$ cat src/rtl/mux_scan_sampler_pkg.sv
// Shared types and constants for the mux scan sampler: state encoding,
// channel count and select width, plus the sample-word assembly helper.
package mux_scan_sampler_pkg;

    typedef enum logic {
        IDLE = 1'b0,
        SCAN = 1'b1
    } state_t;

    localparam int NUM_CH = 4;
    localparam int SEL_W  = 2;

    function automatic logic [NUM_CH-1:0] assemble_word(
        input logic              last_bit,
        input logic [NUM_CH-2:0] low_bits
    );
        return {last_bit, low_bits};
    endfunction

endpackage

$ cat src/rtl/mux_scan_sampler_settle_counter.sv
// Settle-window counter: counts clocks while enabled, reloads to zero on clear,
// and flags the terminal count at SETTLE_CYCLES-1.
module mux_scan_sampler_settle_counter #(
    parameter int SETTLE_CYCLES = 2,
    parameter int CNT_W         = 4
) (
    input  logic clk,
    input  logic rst_n,
    input  logic clear,
    input  logic enable,
    output logic tc
);

    localparam logic [CNT_W-1:0] TERMINAL = CNT_W'(SETTLE_CYCLES - 1);

    logic [CNT_W-1:0] cnt_r;

    // Clear wins over enable so a capture edge restarts the window at zero.
    always_ff @(posedge clk or negedge rst_n) begin
        if (!rst_n) begin
            cnt_r <= {CNT_W{1'b0}};
        end else if (clear) begin
            cnt_r <= {CNT_W{1'b0}};
        end else if (enable) begin
            cnt_r <= cnt_r + CNT_W'(1);
        end else begin
            cnt_r <= cnt_r;
        end
    end

    assign tc = (cnt_r == TERMINAL);

endmodule

$ cat src/rtl/mux_scan_sampler.sv
// Steps the 4:1 mux select through every channel, captures one bit per channel
// after a settle window and publishes the reconstructed input word.
module mux_scan_sampler
    import mux_scan_sampler_pkg::*;
#(
    parameter int SETTLE_CYCLES = 2,
    parameter int CNT_W         = 4
) (
    input  logic              clk,
    input  logic              rst_n,
    input  logic              start,
    input  logic              continuous,
    output logic [SEL_W-1:0]  sel,
    input  logic              mux_out,
    output logic [NUM_CH-1:0] sample,
    output logic              sample_valid,
    output logic              changed,
    output logic              busy
);

    localparam logic [SEL_W-1:0] LAST_SEL = SEL_W'(NUM_CH - 1);

    state_t            state_r;
    logic [SEL_W-1:0]  sel_r;
    logic [NUM_CH-2:0] shadow_r;
    logic [NUM_CH-1:0] sample_r;
    logic              sample_valid_r;
    logic              changed_r;
    logic              busy_r;
    logic              tc_s;
    logic              clear_s;
    logic              enable_s;
    logic [NUM_CH-1:0] word_s;

    // Counter only runs in SCAN and reloads after every capture.
    always_comb begin
        clear_s  = 1'b1;
        enable_s = 1'b0;
        if (state_r == SCAN) begin
            clear_s  = tc_s;
            enable_s = 1'b1;
        end else begin
            clear_s  = 1'b1;
            enable_s = 1'b0;
        end
    end

    assign word_s = assemble_word(mux_out, shadow_r);

    mux_scan_sampler_settle_counter #(
        .SETTLE_CYCLES (SETTLE_CYCLES),
        .CNT_W         (CNT_W)
    ) u_settle_counter (
        .clk    (clk),
        .rst_n  (rst_n),
        .clear  (clear_s),
        .enable (enable_s),
        .tc     (tc_s)
    );

    // Scan FSM with registered select, shadow capture and word publication.
    always_ff @(posedge clk or negedge rst_n) begin
        if (!rst_n) begin
            state_r        <= IDLE;
            sel_r          <= {SEL_W{1'b0}};
            shadow_r       <= {(NUM_CH-1){1'b0}};
            sample_r       <= {NUM_CH{1'b0}};
            sample_valid_r <= 1'b0;
            changed_r      <= 1'b0;
            busy_r         <= 1'b0;
        end else begin
            sample_valid_r <= 1'b0;
            changed_r      <= 1'b0;
            case (state_r)
                IDLE: begin
                    sel_r <= {SEL_W{1'b0}};
                    if (start) begin
                        state_r <= SCAN;
                        busy_r  <= 1'b1;
                    end else begin
                        state_r <= IDLE;
                        busy_r  <= 1'b0;
                    end
                end
                SCAN: begin
                    if (tc_s && (sel_r == LAST_SEL)) begin
                        sample_r       <= word_s;
                        sample_valid_r <= 1'b1;
                        changed_r      <= (word_s != sample_r);
                        sel_r          <= {SEL_W{1'b0}};
                        if (continuous) begin
                            state_r <= SCAN;
                            busy_r  <= 1'b1;
                        end else begin
                            state_r <= IDLE;
                            busy_r  <= 1'b0;
                        end
                    end else if (tc_s) begin
                        case (sel_r)
                            2'd0:    shadow_r[0] <= mux_out;
                            2'd1:    shadow_r[1] <= mux_out;
                            2'd2:    shadow_r[2] <= mux_out;
                            default: shadow_r    <= shadow_r;
                        endcase
                        sel_r <= sel_r + SEL_W'(1);
                    end else begin
                        sel_r <= sel_r;
                    end
                end
                default: begin
                    state_r <= IDLE;
                    sel_r   <= {SEL_W{1'b0}};
                    busy_r  <= 1'b0;
                end
            endcase
        end
    end

    assign sel          = sel_r;
    assign sample       = sample_r;
    assign sample_valid = sample_valid_r;
    assign changed      = changed_r;
    assign busy         = busy_r;

endmodule
$ cat config.mk
export PLATFORM = sky130hd
export DESIGN_NAME = mux_scan_sampler
export DESIGN_NICKNAME = d
export VERILOG_FILES = /design/src/rtl/mux_scan_sampler_pkg.sv /design/src/rtl/mux_scan_sampler_settle_counter.sv /design/src/rtl/mux_scan_sampler.sv
export SDC_FILE = /design/constraint.sdc
export NUM_CORES = 1
export LEC_CHECK = 0
export CORE_MARGIN = 3
export CORE_UTILIZATION = 30
export DETAILED_ROUTE_END_ITERATION = 10
export PLACE_DENSITY = 0.52
export SYNTH_ARGS = -nofsm -noshare
export SYNTH_HDL_FRONTEND = slang
export SYNTH_SLANG_ARGS = --single-unit
$ cat constraint.sdc
create_clock -name clk -period 2 [get_ports clk]
set_input_delay 0.5 -clock clk [delete_from_list [all_inputs] [get_ports clk]]
set_output_delay 0.5 -clock clk [all_outputs]
set_load 0.05 [all_outputs]
# Word level (Yosys, flattened, before mapping)
# Index checks and enable logic that the tools add are counted.
[totals]
ff_bits = 17
out_inout_bits = 9
word_cells = 45
[classes]
add_sub_neg = 2
n_eq_ne = 7
mux = 17
n_bitwise = 2
reduce_logical = 7
[op_table]
columns = ["operator", "n"]
rows = [
  ["$reduce_and A4 Y1", 3],
  ["$mux W1", 10],
  ["$mux W4", 2],
  ["$add A4 B1 Y4 const B", 1],
  ["$eq A2 B2 Y1 const B", 2],
  ["$eq A4 B1 Y1 const B", 1],
  ["$mux W2", 2],
  ["$ne A4 B4 Y1", 1],
  ["$pmux W1 S2", 2],
  ["$pmux W2 S2", 1],
  ["$ne A3 B1 Y1 const B", 1],
  ["$add A2 B1 Y2 const B", 1],
  ["$eq A2 B1 Y1 const B", 1],
  ["$logic_not A2 Y1", 1],
  ["$ne A2 B1 Y1 const B", 1],
  ["$not A1 Y1", 2],
  ["$reduce_and A2 Y1", 1],
  ["$reduce_bool A2 Y1", 1],
  ["$logic_and A1 B1 Y1", 1],
]

# Longest topological paths before layout
# Gate-level depths: netlist (run 1).
[depth]
depth_word = 4
depth_mapped = 5
mapped_depth_nobuf = 5

# Modules after synthesis
# From an unflattened synthesis (run 1), not the netlist that was laid out.
[hier_totals]
cells_unflattened = 69
hier_area_um2 = 883.3
[by_module_without_submodules]
columns = ["mod", "n_inst", "cells_each", "area_per_inst_um2", "seq_area_each_um2"]
rows = [
  ["mux_scan_sampler", 1, 49, 661.9, 325.3],
  ["mux_scan_sampler_settle_counter", 1, 20, 221.5, 100.1],
]

# Worst setup path after synthesis (run 1)
# Ideal clock, no wire load.
[synth_path]
kind = "reg-to-reg"
start = "register sel_r[1] (netlist: sel[1])"
end = "register shadow_r[0]"
setup_ns = 0.127
arrival_ns = 1.443
t_required_ns = 1.873
setup_slack_ns = 0.429
path_stages_with_launch = 4
n_path_buf = 0
synth_period_minus_slack_ns = 1.571
path_cell_list = "dfrtp_1 -> ha_1 -> nand3b_1 -> mux2_1"
[synth_via]
elab_chain_cells = 4
word_cells_on_any_way = 5
[synth_lines]
columns = ["element", "line", "source"]
rows = [
  ["from (decl)", "mux_scan_sampler.sv:24", "logic [SEL_W-1:0] sel_r;"],
  ["from (signal assigned)", "mux_scan_sampler.sv:65", "sel_r <= {SEL_W{1'b0}};"],
  ["from (signal assigned)", "mux_scan_sampler.sv:76", "sel_r <= {SEL_W{1'b0}};"],
  ["from (signal assigned)", "mux_scan_sampler.sv:90", "sel_r <= {SEL_W{1'b0}};"],
  ["$eq A2 B2 Y1", "mux_scan_sampler.sv:86", "if (tc_s && (sel_r == LAST_SEL)) begin"],
  ["$logic_and A1 B1 Y1", "mux_scan_sampler.sv:86", ""],
  ["$not A1 Y1 (no line)", "--", ""],
  ["$reduce_and A4 Y1 (no line) (*)", "--", ""],
  ["to (signal assigned)", "mux_scan_sampler.sv:66", "shadow_r <= {(NUM_CH-1){1'b0}};"],
  ["to (signal assigned)", "mux_scan_sampler.sv:100", "2'd0: shadow_r[0] <= mux_out;"],
  ["to (signal assigned)", "mux_scan_sampler.sv:103", "default: shadow_r <= shadow_r;"],
  ["to (decl)", "mux_scan_sampler.sv:25", "logic [NUM_CH-2:0] shadow_r;"],
]
# Mark *: on every way between the ends. The rest lies on a longest branch, timed or not.
# A chain may end at the register's enable or synchronous reset.

# Worst setup path in the final report (run 1)
[layout_path]
start = "register changed_r (netlist: changed)"
end = "output port changed"
[layout_lines]
columns = ["element", "line", "source"]
rows = [
  ["from (decl)", "mux_scan_sampler.sv:28", "logic changed_r;"],
  ["from (signal assigned)", "mux_scan_sampler.sv:89", "changed_r <= (word_s != sample_r);"],
  ["to (decl)", "mux_scan_sampler.sv:17", "output logic changed,"],
]
# No word-level cell between the ends.

==> results of run 1 <==
-- through the flow --
step                util (%)  worst slack (ns)  std cells  hold slack (ns)
floorplan                  -            0.4292         62           0.2044
global placement       38.69            0.4111        106           0.4803
detailed placement     38.69            0.3988        106           0.4911
CTS                    39.72           0.07163        110           0.5047
global route           39.72           0.01007        110           0.5181
finish                 39.72           0.08822        110           0.5029
-- power groups by stage --
stage	sequential [W]	clock, W	combinational [W]
after floorplan	0.000892	0	0.000425
after global placement	0.000646	0	0.000891
after detailed placement	0.000651	0	0.000901
after CTS	0.000644	0.000192	0.000902
after global routing	0.000666	0.000211	0.000970
final	0.000640	0.000183	0.000886
-- final cells by class --
class	count	area, um2
inverters	4	15.01
repair buffers	14	120.1
multi-input cells	41	386.6
flip-flops and latches	17	425.4
clock buffers	4	26.28
well taps	30	37.54
fillers	248	1534
-- cell families after synthesis --
group                    after synthesis  share of synthesized area [%]
adder cells (fa/ha/maj)                6                          9.077
multiplexers                           8                          12.56
AND/OR/NAND/NOR                       16                          13.62
XOR/XNOR                               7                          7.413
buffers and inverters                  4                          1.815
flip-flops                            17                          51.44
AO/OA/AOI/OAI                          4                          4.086
-- registers in the layout (all words and copies together) (netlist names) --
| name | count |
|---|---|
| sample_valid | 1 |
| sel | 2 |
| busy | 1 |
| sample | 4 |
| changed | 1 |
| state_r | 1 |
| u_settle_counter.cnt_r | 4 |
| shadow_r | 3 |
-- final timing paths --
path,startpoint,endpoint,slack (ns),cells after the start
worst max-delay path,changed$_DFF_PN0_,changed,0.09,1
worst min-delay path,u_settle_counter.cnt_r[0]$_DFFE_PN0P_,u_settle_counter.cnt_r[0]$_DFFE_PN0P_,0.50,1
worst max register to register,u_settle_counter.cnt_r[1]$_DFFE_PN0P_,shadow_r[0]$_DFFE_PN0P_,0.56,5
worst min register to register,u_settle_counter.cnt_r[0]$_DFFE_PN0P_,u_settle_counter.cnt_r[0]$_DFFE_PN0P_,0.50,1
max in group asynchronous,rst_n,state_r$_DFF_PN0_,1.28,2
min in group asynchronous,rst_n,changed$_DFF_PN0_,0.52,2
-- per-layer routing --
layer,routed length (um),vias to the layer above
met2,602,13
met4,10,0
met5,0,-
met1,571,253
met3,91,2
li1,-,248
-- cells in the final DEF, fill, tap and decap left out, drive strengths merged, types with 2 or more instances in the layout --
| cell | count |
|---|---|
| nor2 | 4 |
| dfrtp | 17 |
| clkdlybuf4s50 | 6 |
| inv | 4 |
| mux2 | 7 |
| clkbuf | 4 |
| and2 | 2 |
| ha | 6 |
| xnor2 | 7 |
| nand3 | 2 |
| nand3b | 3 |
| buf | 8 |
==> out/qor.csv, run 1 <==
metric,value,unit
tightest_slew,0.4874,ns
swShare,43.08,%
use_met1,9.726,%
use_met2,14.51,%
final_layout_size_suffix_gt1_share,23.75,%
cpLargestDelayFamily,buffers and inverters,
syn_nets,73,
hold_path_class,flop to flop,
power.density,1690,mW/mm2
yosys.area.top_type,dfrtp_1,
fmax,523.1,MHz
drt_first_pass_iters,1,
synth_common_cells,"dfrtp_1 (17), xnor2_1 (7), ha_1 (6)",
yosysMostFrequentCell,dfrtp_1,
grt_overflow,0,
avgRoutedWirePerCell,11.59,um
synthFlopType,dfrtp_1,
drt_iter0_markers,0,
max_slew_margin,67.41,%
dpl.hpwl,959.6,um
synth_cell_types,20,
vias,516,
hold_buffers,0,
rows,18,
core-area,0.002545,mm2
grt_max_degree,18,
end_kind,output pin,
port_buffers,13,
io_pins,14,
status,"finished, final reports clean",
vdd_drop_max,0.0008475,V
combinationalPowerShare,51.9,%
grt_pass1_vias,508,
postPlaceCellArea,984.7,um2
syn_inst,62,
yosysSeqAreaShare,51.44,%
grt.met3_usage,2.851,%
period_share,95.59,%
syn2layout_area_growth,22.24,%
cts_buffer_depth,2,
cp.arrival,1.41,ns
die_h,58.51,um
grt_pass1_wl,2201,um
track_usage,8.861,%
rsz0062_at_grt,false,
fp.dieW,58.51,um
yosysWarnings,0,
setup_viol,0,
path_class,flop to output pin,
cts.clk_slew.worst_paths,0.10,ns
routed_wl,1275,um
cts_tree,yes,
path_buf_inv,1,
cts_num_sinks,17,
clockRootBuffer,clkbuf_4,
p_leak,0.4733,nW
grt-busiest-layer,met2,
cts_setup_buffers,0,
die_area,0.003423,mm2
worst-path-max-fanout,1,
p_int,0.0009725,W
h-tree-depth,1,
synthDominantCellAreaShare,51.44,%
required,1.50,ns
drc,0,
synth-seq-cells,17,
avgSynthCellArea,13.34,um2
pwr-share-seq,37.4,%
fin_nets,92,
numCtsBuffers,3,
fin_area,0.001011,mm2
synth-edff-count,0,
clk_latency,0.29,ns
drv_cap,0,
ant_nets,0,
synthArstFlopShare,100.0,%
syn_area,827.0,um2
p_clk_share,10.7,%
period_minus_slack,1.912,ns
total_power,0.001709,W
setup-tns-final,0,ns
cp_slowest_cell,clkdlybuf4s50_1,
postCtsResizedCells,0,
slowest_delay,0.79,ns
grt_antenna_before_repair,0,
floorplan.initialDensity,32.50,%
viasPerCell,4.691,
ys_top_cells_by_area,"dfrtp_1 (51%), ha_1 (9.1%), xnor2_1 (7.4%), mux2_4 (7.3%), mux2_1 (4.1%)",
finClkSkew,0.007441,ns
place.gp.congestion,0.6765,
hold_viol,0,
insertedDiodeCount,0,
p_sw,0.0007361,W
startpoint_type,flop,
path_cells,clkdlybuf4s50_1,
timing.final.max_slew_violations,0,
(Power assumes the default switching activity.)
==> inputs of run 2 (changes only) <==
--- a/config.mk
+++ b/config.mk
@@ -5,10 +5,11 @@
 export SDC_FILE = /design/constraint.sdc
 export NUM_CORES = 1
 export LEC_CHECK = 0
+export ABC_AREA = 1
 export CORE_MARGIN = 3
-export CORE_UTILIZATION = 30
+export CORE_UTILIZATION = 37
 export DETAILED_ROUTE_END_ITERATION = 10
-export PLACE_DENSITY = 0.52
+export PLACE_DENSITY = 0.61
 export SYNTH_ARGS = -nofsm -noshare
 export SYNTH_HDL_FRONTEND = slang
 export SYNTH_SLANG_ARGS = --single-unit
==> run 2 against run 1 <==
- wire length increased by 20%
- count of clock-buffer cells in the layout stayed put
- area after synthesis grew 5.0%
- worst setup slack worse by 0.0070 ns
- maximum frequency is 0.37% lower
- clock skew fell by 0.0052 ns
- largest power group unchanged
==> out/qor.csv, run 2 <==
metric,value,unit
synth-seq-cells,17,
cts_tree,yes,
timing.rr.start,u_settle_counter.cnt_r[1]$_DFFE_PN0P_,
grt_pass1_wl,2704,um
slowest_delay,0.79,ns
drc,0,
tightest_slew,0.4890,ns
synthArstFlopShare,100.0,%
pwr-share-seq,36.0,%
io_pins,14,
layout_common_cells,"nand2_1 (29), dfrtp_1 (17), inv_1 (8), nor2_1 (8), buf_4 (8)",
syn2layout_area_growth,20.17,%
die_h,54.45,um
postCtsResizedCells,0,
final_layout_size_suffix_gt1_share,16.07,%
cts_buffer_depth,2,
period_minus_slack,1.919,ns
clk_latency,0.29,ns
vdd_drop_max,0.0007899,V
p_sw,0.0008675,W
ys_top_cells_by_area,"dfrtp_1 (49%), nand2_1 (13%), ha_1 (8.6%), xnor2_1 (5.0%), nand4_1 (4.3%)",
viasPerCell,4.691,
synthDominantCellAreaShare,48.99,%
syn_inst,95,
avgSynthCellArea,9.140,um2
hold_viol,0,
track_usage,12.84,%
yosys.area.top_type,dfrtp_1,
core-area,0.002082,mm2
swShare,48.98,%
p_clk_share,10.2,%
cts.clk_slew.worst_paths,0.09,ns
status,"finished, final reports clean",
cts_setup_buffers,0,
yosysWarnings,0,
place.gp.congestion,0.7742,
die_area,0.002964,mm2
r2r_slack,0.68,ns
grt_max_degree,18,
fin_ws,0.08119,ns
fmax,521.2,MHz
period_share,95.94,%
timing.rr.end,shadow_r[2]$_DFFE_PN0P_,
timing.final.max_slew_violations,0,
startpoint_type,flop,
numCtsBuffers,3,
finClkSkew,0.002240,ns
fp.dieW,54.45,um
hold_path_class,flop to flop,
rows,16,
p_int,0.0009036,W
port_buffers,13,
grt_overflow,0,
ant_nets,0,
clockRootBuffer,clkbuf_4,
cpLargestDelayFamily,buffers and inverters,
fin_nets,124,
fin_area,0.001044,mm2
synth-edff-count,0,
vias,652,
hold_buffers,0,
setup-tns-final,0,ns
h-tree-depth,1,
cp.arrival,1.42,ns
path_class,flop to output pin,
drt_iter0_markers,7,
whs_path_depth,1,
drv_cap,0,
drt_first_pass_iters,4,
path_buf_inv,1,
dpl.hpwl,1167,um
postPlaceCellArea,0.001017,mm2
power.density,1697,mW/mm2
min_to,u_settle_counter.cnt_r[0]$_DFFE_PN0P_,
worst-path-max-fanout,1,
syn_nets,106,
avgRoutedWirePerCell,11.03,um
path_cells,clkdlybuf4s50_1,
end_kind,output pin,
ff2ff_path_depth,7,
cp_slowest_cell,clkdlybuf4s50_1,
floorplan.initialDensity,41.71,%
synth_cell_types,16,
routed_wl,1533,um
yosysMostFrequentCell,nand2_1,
final_common_cell,nand2_1,
grt_antenna_before_repair,0,
synthFlopType,dfrtp_1,
grt_pass1_vias,632,
hp-start,u_settle_counter.cnt_r[0]$_DFFE_PN0P_,
required,1.50,ns
p_leak,0.5139,nW
setup_viol,0,
place_ws,0.3918,ns
fill_cells,211,
combinationalPowerShare,53.7,%
max_slew_margin,67.30,%
cts_num_sinks,17,
insertedDiodeCount,0,
yosysSeqAreaShare,48.99,%
synth_common_cells,"nand2_1 (29), dfrtp_1 (17), inv_1 (8), nor2_1 (8)",
rsz0062_at_grt,false,
syn_area,868.3,um2
## run 2: changes by cell type in the layout (fill, tap and decap cells not counted), sizes merged, moves of 2 or more
cell / before / now
nand2: 1 / 29
nand3: 2 / 6
xnor2: 7 / 5
nand4: 0 / 6
o21ai: 0 / 2
inv: 4 / 10
mux2: 7 / 0
and2: 2 / 0
nor2: 4 / 12
nand3b: 3 / 0
## run 2: cell families after synthesis
| group | after synthesis | share of synthesized area [%] |
|---|---|---|
| DFF | 17 | 48.99 |
| buffers and inverters | 11 | 4.899 |
| adders and majority gates | 6 | 8.645 |
| xor gates and xnor gates | 6 | 6.052 |
| and+or+nand+nor | 53 | 30.26 |
| AOI/OAI and AO/OA | 2 | 1.153 |
## run 2: power groups by stage
stage          registers (W)  logic [W]  clock network [W]
4_1_cts             0.000641   0.000963           0.000192
3_5_place_dp        0.000648   0.000957                  0
3_3_place_gp        0.000639   0.000943                  0
2_1_floorplan       0.000867   0.000483                  0
6_report            0.000638   0.000952           0.000181
5_1_grt             0.000664    0.00106           0.000201
## run 2: cell type report
| class | count | area [um2] | area share, % |
|---|---|---|---|
| sequential | 17 | 425.4 | 40.77 |
| multi-input combinational | 67 | 400.4 | 38.37 |
| timing repair buffer | 14 | 120.1 | 11.51 |
| inverter | 10 | 37.54 | 3.597 |
| tap | 27 | 33.78 | 3.237 |
| clock buffer | 4 | 26.28 | 2.518 |
## run 2: through the flow
stage	cells	hold slack (ns)	utilization [%]	total power [W]
floorplan	95	0.2044	-	0.001351
global placement	135	0.4787	48.86	0.001582
detailed placement	135	0.4921	48.86	0.001606
CTS	139	0.5044	50.12	0.001796
global route	139	0.5364	50.12	0.001928
finish	139	0.4997	50.12	0.001771
## run 2: per-layer routing
layer | vias to the layer above | GRT usage [%] | part of all wire, %
met3 | 5 | 2.452 | 5.2
met1 | 298 | 16.52 | 49
met2 | 16 | 19.92 | 43
li1 | 333 | - | -
met5 | - | 0 | 0
met4 | 0 | 7.469 | 2.5
## run 2: how the worst max path moves through the flow
stage / startpoint / end / slack, ns / cells after the start
3_5_place_dp: sample_valid$_DFF_PN0_ / sample_valid / 0.39 / 1
2_1_floorplan: sel[1]$_DFFE_PN0P_ / sample[0]$_DFFE_PN0P_ / 0.53 / 6
6_report: sample_valid$_DFF_PN0_ / sample_valid / 0.08 / 1
5_1_grt: sample_valid$_DFF_PN0_ / sample_valid / 0.04 / 1
4_1_cts: sample_valid$_DFF_PN0_ / sample_valid / 0.06 / 1
3_3_place_gp: changed$_DFF_PN0_ / changed / 0.41 / 1
